File: src/rtl/mem_port_arbiter_if.sv
// Bus bundle between the two requesters (CPU port C, debug port D), the
// arbiter and the memory array. The arbiter takes the slave modport; the
// requester/memory side takes the master modport.
interface mem_port_arbiter_if #(
  parameter int AW = 12,
  parameter int DW = 32
);
  // port C (CPU)
  logic          c_req;
  logic          c_we;
  logic [31:0]   c_addr;
  logic [DW-1:0] c_wdata;
  logic          c_ack;
  logic          c_err;
  logic [DW-1:0] c_rdata;
  // port D (debug/loader)
  logic          d_req;
  logic          d_we;
  logic [31:0]   d_addr;
  logic [DW-1:0] d_wdata;
  logic          d_ack;
  logic          d_err;
  logic [DW-1:0] d_rdata;
  // memory side
  logic          mem_en;
  logic          mem_we;
  logic [AW-1:0] mem_addr;
  logic [DW-1:0] mem_wdata;
  logic [DW-1:0] mem_rdata;
  // status
  logic          busy;

  modport slave (
    input  c_req, c_we, c_addr, c_wdata,
    output c_ack, c_err, c_rdata,
    input  d_req, d_we, d_addr, d_wdata,
    output d_ack, d_err, d_rdata,
    output mem_en, mem_we, mem_addr, mem_wdata,
    input  mem_rdata,
    output busy
  );

  modport master (
    output c_req, c_we, c_addr, c_wdata,
    input  c_ack, c_err, c_rdata,
    output d_req, d_we, d_addr, d_wdata,
    input  d_ack, d_err, d_rdata,
    input  mem_en, mem_we, mem_addr, mem_wdata,
    output mem_rdata,
    input  busy
  );
endinterface

File: src/rtl/mem_port_arbiter.sv
// Two-port round-robin arbiter in front of the unified word-addressed memory.
// Port C is the multi-cycle CPU, port D the debug/loader port. Each granted
// access is alignment/range checked, then issued to memory as a single
// mem_en strobe; reads wait a fixed MEM_LAT (1..7) cycles for data.
// Every output is a register, so all _d values describe the next cycle.
module mem_port_arbiter #(
  parameter int AW      = 12,
  parameter int DW      = 32,
  parameter int MEM_LAT = 1
) (
  input  logic              clk,
  input  logic              reset,   // asynchronous, active low
  mem_port_arbiter_if.slave bus
);

  typedef enum logic [1:0] {IDLE, ISSUE, WAIT, DONE} state_t;

  // Wait counter preload: the last WAIT cycle (cnt==0) is the one in which
  // mem_rdata is valid, MEM_LAT cycles after the ISSUE cycle.
  localparam logic [2:0] CNT_INIT = 3'(MEM_LAT - 1);

  state_t        state_q, state_d;
  logic          last_gnt_q, last_gnt_d;   // 0 = C, 1 = D
  logic          sel_q, sel_d;             // port owning the transaction
  logic          we_q, we_d;
  logic [2:0]    cnt_q, cnt_d;
  logic          mem_en_q, mem_en_d;
  logic          mem_we_q, mem_we_d;
  logic [AW-1:0] mem_addr_q, mem_addr_d;
  logic [DW-1:0] mem_wdata_q, mem_wdata_d;
  logic          c_ack_q, c_ack_d;
  logic          d_ack_q, d_ack_d;
  logic          c_err_q, c_err_d;
  logic          d_err_q, d_err_d;
  logic [DW-1:0] c_rdata_q, c_rdata_d;
  logic [DW-1:0] d_rdata_q, d_rdata_d;
  logic          busy_q, busy_d;

  // Grant decision and the request fields of the would-be winner. Only the
  // winner's fields reach the mem_* registers, so the losing port's inputs
  // cannot leak onto the memory bus.
  logic          any_req;
  logic          gnt_sel;
  logic          req_we;
  logic [31:0]   req_addr;
  logic [DW-1:0] req_wdata;
  logic          addr_bad;

  assign any_req   = bus.c_req | bus.d_req;
  // On a tie the port that did not win last time gets it; last_gnt resets
  // to D so the first tie goes to C.
  assign gnt_sel   = (bus.c_req & bus.d_req) ? ~last_gnt_q : bus.d_req;
  assign req_we    = gnt_sel ? bus.d_we    : bus.c_we;
  assign req_addr  = gnt_sel ? bus.d_addr  : bus.c_addr;
  assign req_wdata = gnt_sel ? bus.d_wdata : bus.c_wdata;
  // Misaligned byte address, or any bit above the memory's word range set.
  assign addr_bad  = (req_addr[1:0] != 2'b00) |
                     ((req_addr >> (AW + 2)) != 32'd0);

  // Next-state and next-output logic; strobes default low, data holds.
  always_comb begin
    state_d     = state_q;
    last_gnt_d  = last_gnt_q;
    sel_d       = sel_q;
    we_d        = we_q;
    cnt_d       = cnt_q;
    mem_en_d    = 1'b0;
    mem_we_d    = 1'b0;
    mem_addr_d  = mem_addr_q;
    mem_wdata_d = mem_wdata_q;
    c_ack_d     = 1'b0;
    d_ack_d     = 1'b0;
    c_err_d     = 1'b0;
    d_err_d     = 1'b0;
    c_rdata_d   = c_rdata_q;
    d_rdata_d   = d_rdata_q;

    unique case (state_q)
      IDLE: begin
        if (any_req) begin
          sel_d      = gnt_sel;
          we_d       = req_we;
          last_gnt_d = gnt_sel;
          if (addr_bad) begin
            // Rejected without touching memory: error ack next cycle.
            state_d = DONE;
            c_ack_d = ~gnt_sel;
            d_ack_d = gnt_sel;
            c_err_d = ~gnt_sel;
            d_err_d = gnt_sel;
          end else begin
            state_d     = ISSUE;
            mem_en_d    = 1'b1;
            mem_we_d    = req_we;
            mem_addr_d  = req_addr[AW+1:2];
            mem_wdata_d = req_wdata;
          end
        end
      end

      ISSUE: begin
        if (we_q) begin
          state_d = DONE;
          c_ack_d = ~sel_q;
          d_ack_d = sel_q;
        end else begin
          state_d = WAIT;
          cnt_d   = CNT_INIT;
        end
      end

      WAIT: begin
        if (cnt_q == 3'd0) begin
          state_d = DONE;
          c_ack_d = ~sel_q;
          d_ack_d = sel_q;
          if (sel_q) d_rdata_d = bus.mem_rdata;
          else       c_rdata_d = bus.mem_rdata;
        end else begin
          cnt_d = cnt_q - 3'd1;
        end
      end

      DONE: begin
        // req is ignored here so a held req becomes a fresh request in IDLE.
        state_d = IDLE;
      end

      default: state_d = IDLE;
    endcase

    busy_d = (state_d != IDLE);
  end

  // State and output registers; reset drops any in-flight access.
  always_ff @(posedge clk or negedge reset) begin
    if (!reset) begin
      state_q     <= IDLE;
      last_gnt_q  <= 1'b1;
      sel_q       <= 1'b0;
      we_q        <= 1'b0;
      cnt_q       <= 3'd0;
      mem_en_q    <= 1'b0;
      mem_we_q    <= 1'b0;
      mem_addr_q  <= '0;
      mem_wdata_q <= '0;
      c_ack_q     <= 1'b0;
      d_ack_q     <= 1'b0;
      c_err_q     <= 1'b0;
      d_err_q     <= 1'b0;
      c_rdata_q   <= '0;
      d_rdata_q   <= '0;
      busy_q      <= 1'b0;
    end else begin
      state_q     <= state_d;
      last_gnt_q  <= last_gnt_d;
      sel_q       <= sel_d;
      we_q        <= we_d;
      cnt_q       <= cnt_d;
      mem_en_q    <= mem_en_d;
      mem_we_q    <= mem_we_d;
      mem_addr_q  <= mem_addr_d;
      mem_wdata_q <= mem_wdata_d;
      c_ack_q     <= c_ack_d;
      d_ack_q     <= d_ack_d;
      c_err_q     <= c_err_d;
      d_err_q     <= d_err_d;
      c_rdata_q   <= c_rdata_d;
      d_rdata_q   <= d_rdata_d;
      busy_q      <= busy_d;
    end
  end

  assign bus.mem_en    = mem_en_q;
  assign bus.mem_we    = mem_we_q;
  assign bus.mem_addr  = mem_addr_q;
  assign bus.mem_wdata = mem_wdata_q;
  assign bus.c_ack     = c_ack_q;
  assign bus.d_ack     = d_ack_q;
  assign bus.c_err     = c_err_q;
  assign bus.d_err     = d_err_q;
  assign bus.c_rdata   = c_rdata_q;
  assign bus.d_rdata   = d_rdata_q;
  assign bus.busy      = busy_q;

endmodule
File: src/flat_wrapper.sv
// flat-port wrapper written by rule: the top's interface ports become plain ports
module mem_port_arbiter_flat 
#(
  parameter int AW      = 12,
  parameter int DW      = 32,
  parameter int MEM_LAT = 1
)
  (clk, reset, bus_c_req, bus_c_we, bus_c_addr, bus_c_wdata, bus_c_ack, bus_c_err, bus_c_rdata, bus_d_req, bus_d_we, bus_d_addr, bus_d_wdata, bus_d_ack, bus_d_err, bus_d_rdata, bus_mem_en, bus_mem_we, bus_mem_addr, bus_mem_wdata, bus_mem_rdata, bus_busy);
  mem_port_arbiter_if #(.AW(AW), .DW(DW)) bus_i ();
  input  logic clk;
  input  logic reset;
  input wire logic [$bits(bus_i.c_req)-1:0] bus_c_req;
  input wire logic [$bits(bus_i.c_we)-1:0] bus_c_we;
  input wire logic [$bits(bus_i.c_addr)-1:0] bus_c_addr;
  input wire logic [$bits(bus_i.c_wdata)-1:0] bus_c_wdata;
  output wire logic [$bits(bus_i.c_ack)-1:0] bus_c_ack;
  output wire logic [$bits(bus_i.c_err)-1:0] bus_c_err;
  output wire logic [$bits(bus_i.c_rdata)-1:0] bus_c_rdata;
  input wire logic [$bits(bus_i.d_req)-1:0] bus_d_req;
  input wire logic [$bits(bus_i.d_we)-1:0] bus_d_we;
  input wire logic [$bits(bus_i.d_addr)-1:0] bus_d_addr;
  input wire logic [$bits(bus_i.d_wdata)-1:0] bus_d_wdata;
  output wire logic [$bits(bus_i.d_ack)-1:0] bus_d_ack;
  output wire logic [$bits(bus_i.d_err)-1:0] bus_d_err;
  output wire logic [$bits(bus_i.d_rdata)-1:0] bus_d_rdata;
  output wire logic [$bits(bus_i.mem_en)-1:0] bus_mem_en;
  output wire logic [$bits(bus_i.mem_we)-1:0] bus_mem_we;
  output wire logic [$bits(bus_i.mem_addr)-1:0] bus_mem_addr;
  output wire logic [$bits(bus_i.mem_wdata)-1:0] bus_mem_wdata;
  input wire logic [$bits(bus_i.mem_rdata)-1:0] bus_mem_rdata;
  output wire logic [$bits(bus_i.busy)-1:0] bus_busy;
  assign bus_i.c_req = bus_c_req;
  assign bus_i.c_we = bus_c_we;
  assign bus_i.c_addr = bus_c_addr;
  assign bus_i.c_wdata = bus_c_wdata;
  assign bus_c_ack = bus_i.c_ack;
  assign bus_c_err = bus_i.c_err;
  assign bus_c_rdata = bus_i.c_rdata;
  assign bus_i.d_req = bus_d_req;
  assign bus_i.d_we = bus_d_we;
  assign bus_i.d_addr = bus_d_addr;
  assign bus_i.d_wdata = bus_d_wdata;
  assign bus_d_ack = bus_i.d_ack;
  assign bus_d_err = bus_i.d_err;
  assign bus_d_rdata = bus_i.d_rdata;
  assign bus_mem_en = bus_i.mem_en;
  assign bus_mem_we = bus_i.mem_we;
  assign bus_mem_addr = bus_i.mem_addr;
  assign bus_mem_wdata = bus_i.mem_wdata;
  assign bus_i.mem_rdata = bus_mem_rdata;
  assign bus_busy = bus_i.busy;
  mem_port_arbiter #(.AW(AW), .DW(DW), .MEM_LAT(MEM_LAT)) u_core (.clk(clk), .reset(reset), .bus(bus_i));
endmodule
File: config.mk
export PLATFORM = sky130hd
export DESIGN_NAME = mem_port_arbiter_flat
export DESIGN_NICKNAME = d
export VERILOG_FILES = /design/src/rtl/mem_port_arbiter_if.sv /design/src/rtl/mem_port_arbiter.sv /design/src/flat_wrapper.sv
export SDC_FILE = /design/constraint.sdc
export NUM_CORES = 1
export LEC_CHECK = 0
export BUFFER_PORTS_ARGS = -buffer_cell sky130_fd_sc_hd__buf_4
export CORE_AREA = 2 2 108 110
export CTS_CLUSTER_DIAMETER = 120
export DETAILED_ROUTE_END_ITERATION = 10
export DIE_AREA = 0 0 110 112
export HOLD_SLACK_MARGIN = 0.1
export PLACE_DENSITY_LB_ADDON = 0.08
export SKIP_CTS_REPAIR_TIMING = 1
export SLEW_MARGIN = 10
export SYNTH_ARGS = -nofsm -noshare
export SYNTH_HDL_FRONTEND = slang
export SYNTH_SLANG_ARGS = --single-unit
File: constraint.sdc
create_clock -name clk -period 4.9 [get_ports clk]
set_clock_uncertainty 0.2 [all_clocks]
set_input_delay 0.98 -clock clk [delete_from_list [all_inputs] [get_ports clk]]
set_output_delay 0.98 -clock clk [all_outputs]
set_load 0.02 [all_outputs]
==> summary.md, run 1 <==
| Metric | Value |
|---|---|
| Antenna viol nets, final | 0 |
| Antenna violations before repair | 0 |
| Post-synthesis sequential area ratio | 57.5% |
| CP cell instances | buf_4 > a21boi_4 > buf_4 > nand4_1 > o32ai_4 > buf_4 > mux2_2 |
| I/O Buffers | 280 |
| Row count | 39 |
| Yosys synthesis warning count | 0 |
| Die ar. | ~12000 um^2 |
| Gr ovfl total | 0 |
| DR vias/cell | 5.04 |
| Core ar. | 11200 um^2 |
| Most frequent cells in the layout | buf_4 (286), mux2_2 (150), dfrtp_1 (122), clkbuf_16 (17), nand2_1 (11) |
| H-tree depth | 4 |
| Clock Sinks | 123 |
| Top delay family on crit path | buffers and inverters |
| Slowest CP cell | buf_4 |
| Placer Congestion | 0.933 |
| Final #Nets | 825 |
| Hold crit path type | reg2reg |
| Drt pass-1 iters | 4 |
| 1st-iter DRT viols | 146 |
| Setup TNS Final | 0 ns |
| Largest net degree at the start of global routing | 82 |
| Buffers and inverters on the worst path | 3 |
| PwrDens | 554 nW/um^2 |
| #FFs+latches synth | 123 |
| Distinct cells, synth | 37 |
| CTS clock-pin slew for the worst setup and hold paths | 0.05 ns |
| Leakage power | 4.11 nW |
| Peak VDD IR | around 0.00037 V |
| Post-layout minimum cycle time | between 3 and 4 ns |
| Most used cell, CP | buf_4 |
| Placed wire-length estimate | 11.0 mm |
| Final setup fails | 0 |
| Filler cells | 766 |
| Ant. Diodes | 0 |
| CP required | 4.99 ns |
| Crit Path Class | in2reg |
| Multi-input gate area | 2170 um^2 |
| Vias | between 4000 and 5000 |
| Final critical-path share of the clock period | 67.0% |
| Die span in y | 112 um |
| Outcome | completed |
| Initial Util | 48.0% |
| RSZ-0062 raised after global routing | no |
| Tot Pwr | 4.56 mW |
| Sequential cell area | 3080 um^2 |
| Slew @ Worst Pin | 0.999 ns |
| Fmax | 305 MHz |
| Mapped Cells | 364 |
| Global-route wire length before repair | 22.5 mm |
| Slew margin rel. | 33.4% |
| Total CTS buffers | 17 |
| Most common cell after layout, fill and taps aside | buf_4 |
| Crit path max fanout | between 40 and 50 |
| GRT Util Overall | 24.4% |
| Vias in the first global route | 4403 |
| # IOs | 281 |
| Clk root buf | clkbuf_16 |
| Max incr delay on CP | 0.52 ns |
| Detailed-route wire length | between 10 and 15 mm |
| Die Width | 110 um |
| CTS tree | yes |
| CP startpoint kind | primary input |
| Max cap viols | 0 |
| Critical path arrival | 3.37 ns |
| Clk_lat worst skew | 0.40 ns |
| Post-route DRC | 0 |
| Max clock buf depth | 2 |
| DR WL/cell | 18.1 um |
| Netlist Area Pre-Place | between 5000 and 6000 um^2 |
| Syn_area_per_cell | 14.7 um^2 |
| Pins Over Slew Limit | 0 |
| CP Capture Type | flop |
| Layout overhead on the synthesized area | 53.6% |
| Share of cells above drive strength 1 | 70.7% |
| Final Hold Fails | 0 |
| Mapped Nets | 536 |
## kinds of logic (layout without fill, tap and decap cells)
group / Yosys count / after routing / share of synthesized area (%)
multiplexers: 152 / 152 / 31.9
AND/OR/NAND/NOR: 41 / 41 / 4.16
flip-flops: 123 / 123 / 57.5
buffers and inverters: 22 / 324 / 2.24
adder cells (fa/ha/maj): 6 / 6 / 1.40
AO/OA/AOI/OAI: 20 / 20 / 2.80
## per-layer routing
metal	vias to the layer above	share of wire, %	global-route usage [%]
met1	1991	38	28.4
met3	17	8.8	9.02
met4	0	1.5	7.85
met5	-	0	0
li1	1901	-	-
met2	166	52	41.2
## worst min-delay path, stage by stage, from the launching register on
cell,delay [ns]
dfstp_2,0.38
nand2_1,0.05
nand2_1,0.05
## per-stage QoR
stage | hold WS, ns | area [um^2] | utilization (%) | setup WS [ns] | std cells
2_1_floorplan | 0.239 | 5360 | - | 2.15 | 364
3_3_place_gp | 0.273 | 7600 | 68.0 | 1.32 | 777
3_5_place_dp | 0.273 | 7600 | 68.0 | 1.18 | 777
4_1_cts | 0.284 | 8230 | 73.6 | 1.61 | 809
5_1_grt | 0.300 | 8230 | 73.6 | 1.41 | 809
6_report | 0.283 | 8230 | 73.6 | 1.62 | 809
## final cells by class
cell class,count,area share (%)
sequential,123,37.4
multi-input combinational,219,26.4
timing repair buffer,286,26.1
clock buffer,21,5.60
tap,143,2.17
clock inverter,11,2.04
inverter,6,0.274
## cells in the mapped netlist, drive strengths merged
cell type / count / share of area (%)
or2: 1 / 0.12
inv: 6 / 0.42
a32o: 1 / 0.19
o21a: 1 / 0.14
nand2: 11 / 0.77
nand3b: 2 / 0.28
nand4: 3 / 0.35
nor3: 1 / 0.093
dfrtp: 122 / 57
a21oi: 2 / 0.19
a21boi: 1 / 0.14
and2: 1 / 0.12
o32ai: 2 / 0.68
dfstp: 1 / 0.49
ha: 6 / 1.4
and3b: 1 / 0.16
nor4: 10 / 1.2
o221ai: 1 / 0.16
buf: 13 / 1.6
a21o: 1 / 0.14
nand4b: 1 / 0.16
nand3: 2 / 0.19
o21ai: 7 / 0.65
o22ai: 2 / 0.23
mux2: 152 / 32
o21bai: 1 / 0.14
o211ai: 1 / 0.14
nand2b: 1 / 0.12
clkbuf: 3 / 0.21
nor2: 4 / 0.28
or3: 1 / 0.12
nor2b: 2 / 0.23
## path summary, 6_finish.rpt
check	endpoint	cells after the start	slack [ns]	startpoint
hold / removal	u_core.last_gnt_q$_DFFE_PN1P_	2	0.28	u_core.last_gnt_q$_DFFE_PN1P_
max in group asynchronous	u_core.bus.mem_wdata[25]$_DFFE_PN0P_	2	3.03	reset
hold reg to reg	u_core.last_gnt_q$_DFFE_PN1P_	2	0.28	u_core.last_gnt_q$_DFFE_PN1P_
setup / recovery	u_core.bus.mem_wdata[25]$_DFFE_PN0P_	7	1.62	bus_c_req
setup reg to reg	u_core.bus.mem_wdata[25]$_DFFE_PN0P_	6	1.93	u_core.last_gnt_q$_DFFE_PN1P_
min in group asynchronous	u_core.bus.c_rdata[1]$_DFFE_PN0P_	1	0.55	reset
## registers in the layout (all words and copies together), names as in the netlist
name / count
u_core.state_q: 2
u_core.bus.busy: 1
u_core.sel_q: 1
u_core.bus.d_rdata: 32
u_core.bus.c_rdata: 32
u_core.bus.d_ack: 1
u_core.bus.d_err: 1
u_core.bus.mem_we: 1
u_core.bus.mem_wdata: 32
u_core.last_gnt_q: 1
u_core.bus.mem_addr: 12
u_core.we_q: 1
u_core.bus.c_ack: 1
u_core.bus.mem_en: 1
u_core.cnt_q: 3
u_core.bus.c_err: 1
## report_power, final
group | internal [mW] | switching (mW) | leakage (nW)
combinational | 0.866 | 0.861 | 2.25
sequential | 1.34 | 0.177 | 1.56
clock | 0.877 | 0.438 | 0.303
Note: power is estimated with default switching activity, not from simulation.
==> inputs of run 2 (changes only) <==
--- a/config.mk
+++ b/config.mk
@@ -6,10 +6,10 @@
 export NUM_CORES = 1
 export LEC_CHECK = 0
 export BUFFER_PORTS_ARGS = -buffer_cell sky130_fd_sc_hd__buf_4
-export CORE_AREA = 2 2 108 110
+export CORE_MARGIN = 1
+export CORE_UTILIZATION = 45
 export CTS_CLUSTER_DIAMETER = 120
 export DETAILED_ROUTE_END_ITERATION = 10
-export DIE_AREA = 0 0 110 112
 export HOLD_SLACK_MARGIN = 0.1
 export PLACE_DENSITY_LB_ADDON = 0.08
 export SKIP_CTS_REPAIR_TIMING = 1
==> constraint.sdc (replaced) <==
create_clock -name clk -period 3.3 [get_ports clk]
set_clock_uncertainty 0.2 [all_clocks]
set_input_delay 0.66 -clock clk [delete_from_list [all_inputs] [get_ports clk]]
set_output_delay 0.66 -clock clk [all_outputs]
set_load 0.02 [all_outputs]
==> run 2 against run 1 <==
  * The run now ends with DRC left
  * Register-to-register slack got worse by 1.1 ns
  * Cell count increased by 0.49%
  * Combinational power increased by 48%
  * Sequential share of layout area is 0.068 points lower
  * Global-route usage decreased by 1.7 points
  * Cell area increased by 0.18%
  * Sequential power is 48% higher
  * Clock power rose by 39%
  * Count of clock-buffer cells in the layout is 3 lower
  * Die area is 0.23% higher
  * Highest routed layer unchanged
==> summary.md, run 2 (synthesis gave the netlist of run 1 again) <==
| Metric | Value |
|---|---|
| I/O Buffers | between 200 and 300 |
| CP required | between 3 and 4 ns |
| Initial Util | 46.5% |
| Antenna viol nets, final | 0 |
| Row count | 39 |
| Most frequent cells in the layout | buf_4 (286), mux2_2 (150), dfrtp_1 (122), clkbuf_16 (17), nand2_1 (11) |
| GRT Util Overall | 22.7% |
| Final critical-path share of the clock period | 73.5% |
| Buffers and inverters on the worst path | 3 |
| DR vias/cell | 5.02 |
| CTS clock-pin slew for the worst setup and hold paths | 0.06 ns |
| Final #Nets | 828 |
| RSZ-0062 raised after global routing | no |
| Crit Path Class | reg2reg |
| Vias in the first global route | 4362 |
| Slew margin rel. | 65.3% |
| Top delay family on crit path | buffers and inverters |
| DP Area | 7640 um^2 |
| Layout overhead on the synthesized area | 53.8% |
| CP Capture Type | flop |
| Crit path max fanout | 44 |
| Worst r2r path cells | 7 |
| Post-route DRC | 40 |
| Total CTS buffers | 17 |
| Hold wc startpoint | u_core.cnt_q[1]$_DFFE_PN0P_ |
| Largest net degree at the start of global routing | 53 |
| Leakage power | 4.10 nW |
| Max clock buf depth | 2 |
| Core ar. | 11500 um^2 |
| Antenna violations before repair | 1 |
| CP startpoint kind | flop |
| Max cap viols | 0 |
| Max incr delay on CP | 0.40 ns |
| # IOs | 281 |
| Failing checks | DRC |
| Fin area | ~8200 um^2 |
| Sequential cell area | 3080 um^2 |
| Filler cells | about 840 |
| Clock Sinks | between 100 and 150 |
| Critical path arrival | 2.51 ns |
| Peak VDD IR | 0.000607 V |
| Multi-input gate area | roughly 2200 um^2 |
| PwrDens | between 800 and 900 nW/um^2 |
| Share of cells above drive strength 1 | 70.9% |
| R2R Setup Slk | 0.88 ns |
| Outcome | finished, violations left |
| Hold path endpoint | u_core.cnt_q[1]$_DFFE_PN0P_ |
| Detailed-route wire length | 13.5 mm |
| Die Width | 111 um |
| Most common cell after layout, fill and taps aside | buf_4 |
| Die ar. | 12300 um^2 |
| Final Hold Fails | 0 |
| Global-route wire length before repair | 21.7 mm |
| Gr ovfl total | 0 |
| Clk_lat worst skew | 0.40 ns |
| Post-layout minimum cycle time | 2.42 ns |
| Setup TNS Final | 0 ns |
| Vias | 4080 |
| Slowest CP cell | dfrtp_1 |
| Clk root buf | clkbuf_16 |
| Placer Congestion | 0.745 |
| CP cell instances | inv_1 > ha_1 > o21ai_1 > buf_4 > o32ai_4 > buf_12 > mux2_2 |
| Fmax | 413 MHz |
| Worst hold stages | 2 |
| Die span in y | roughly 110 um |
| 1st-iter DRT viols | 137 |
| Placed wire-length estimate | 10.3 mm |
| DR WL/cell | 16.6 um |
| Slew @ Worst Pin | 0.521 ns |
| Drt pass-1 iters | 7 |
| Reg-to-Reg Start | u_core.state_q[1]$_DFF_PN0_ |
| Worst R2R End | u_core.bus.mem_wdata[9]$_DFFE_PN0P_ |
| Hold crit path type | reg2reg |
| Final setup fails | 0 |
| CTS tree | yes |
| H-tree depth | 4 |
| Pins Over Slew Limit | 0 |
==> run 2: layout make-up <==
type                       count  area share (%)
sequential                   123            37.4
timing repair buffer         289            26.7
multi-input combinational    219            26.4
clock buffer                  18            5.21
tap                          143            2.17
clock inverter                14            1.96
inverter                       6           0.273
antenna                        1          0.0304
==> run 2: worst max-delay path by stage <==
stage                                startpoint                              endpoint  slack [ns]  cells past startpoint
floorplan                        bus_c_addr[24]   u_core.bus.mem_addr[10]$_DFFE_PN0P_        0.87                      5
global placement                 bus_c_addr[28]  u_core.bus.mem_wdata[14]$_DFFE_PN0P_        0.67                      6
detailed placement               bus_c_addr[28]   u_core.bus.mem_wdata[9]$_DFFE_PN0P_        0.59                      6
CTS                 u_core.state_q[1]$_DFF_PN0_  u_core.bus.mem_wdata[13]$_DFFE_PN0P_        0.88                      7
global route        u_core.state_q[0]$_DFF_PN0_  u_core.bus.mem_wdata[19]$_DFFE_PN0P_        0.76                      7
finish              u_core.state_q[1]$_DFF_PN0_   u_core.bus.mem_wdata[9]$_DFFE_PN0P_        0.88                      7
==> run 2: per-stage QoR <==
step,setup WS (ns),power [mW],hold slack [ns],utilization [%],cells
2_1_floorplan,0.866,3.72,0.164,-,364
3_3_place_gp,0.667,4.77,0.265,66.4,779
3_5_place_dp,0.594,4.86,0.277,66.4,779
4_1_cts,0.883,6.70,-0.0136,71.5,811
5_1_grt,0.764,6.97,0.282,71.6,813
6_report,0.876,6.63,0.282,71.6,813
==> run 2: routing by layer <==
layer / part of all wire (%) / global-route usage, % / vias up / wire length (um)
li1: - / - / 1915 / -
met5: 0 / 0 / - / 0
met1: 36 / 23.5 / 1959 / 4810
met4: 3.1 / 10.8 / 0 / 424
met2: 54 / 42.3 / 177 / 7270
met3: 7.2 / 6.12 / 29 / 976
==> run 2: worst min-delay path, cell delays in order (launching register included) <==
cell and delay, ns:
dfrtp_1 0.34, nand2_1 0.04, o21ai_0 0.06
==> run 2: report_power, final <==
| part | switching [mW] | internal (mW) | total [mW] |
|---|---|---|---|
| combinational | 1.27 | 1.29 | 2.56 |
| sequential | 0.258 | 1.99 | 2.25 |
| clock | 0.692 | 1.13 | 1.82 |
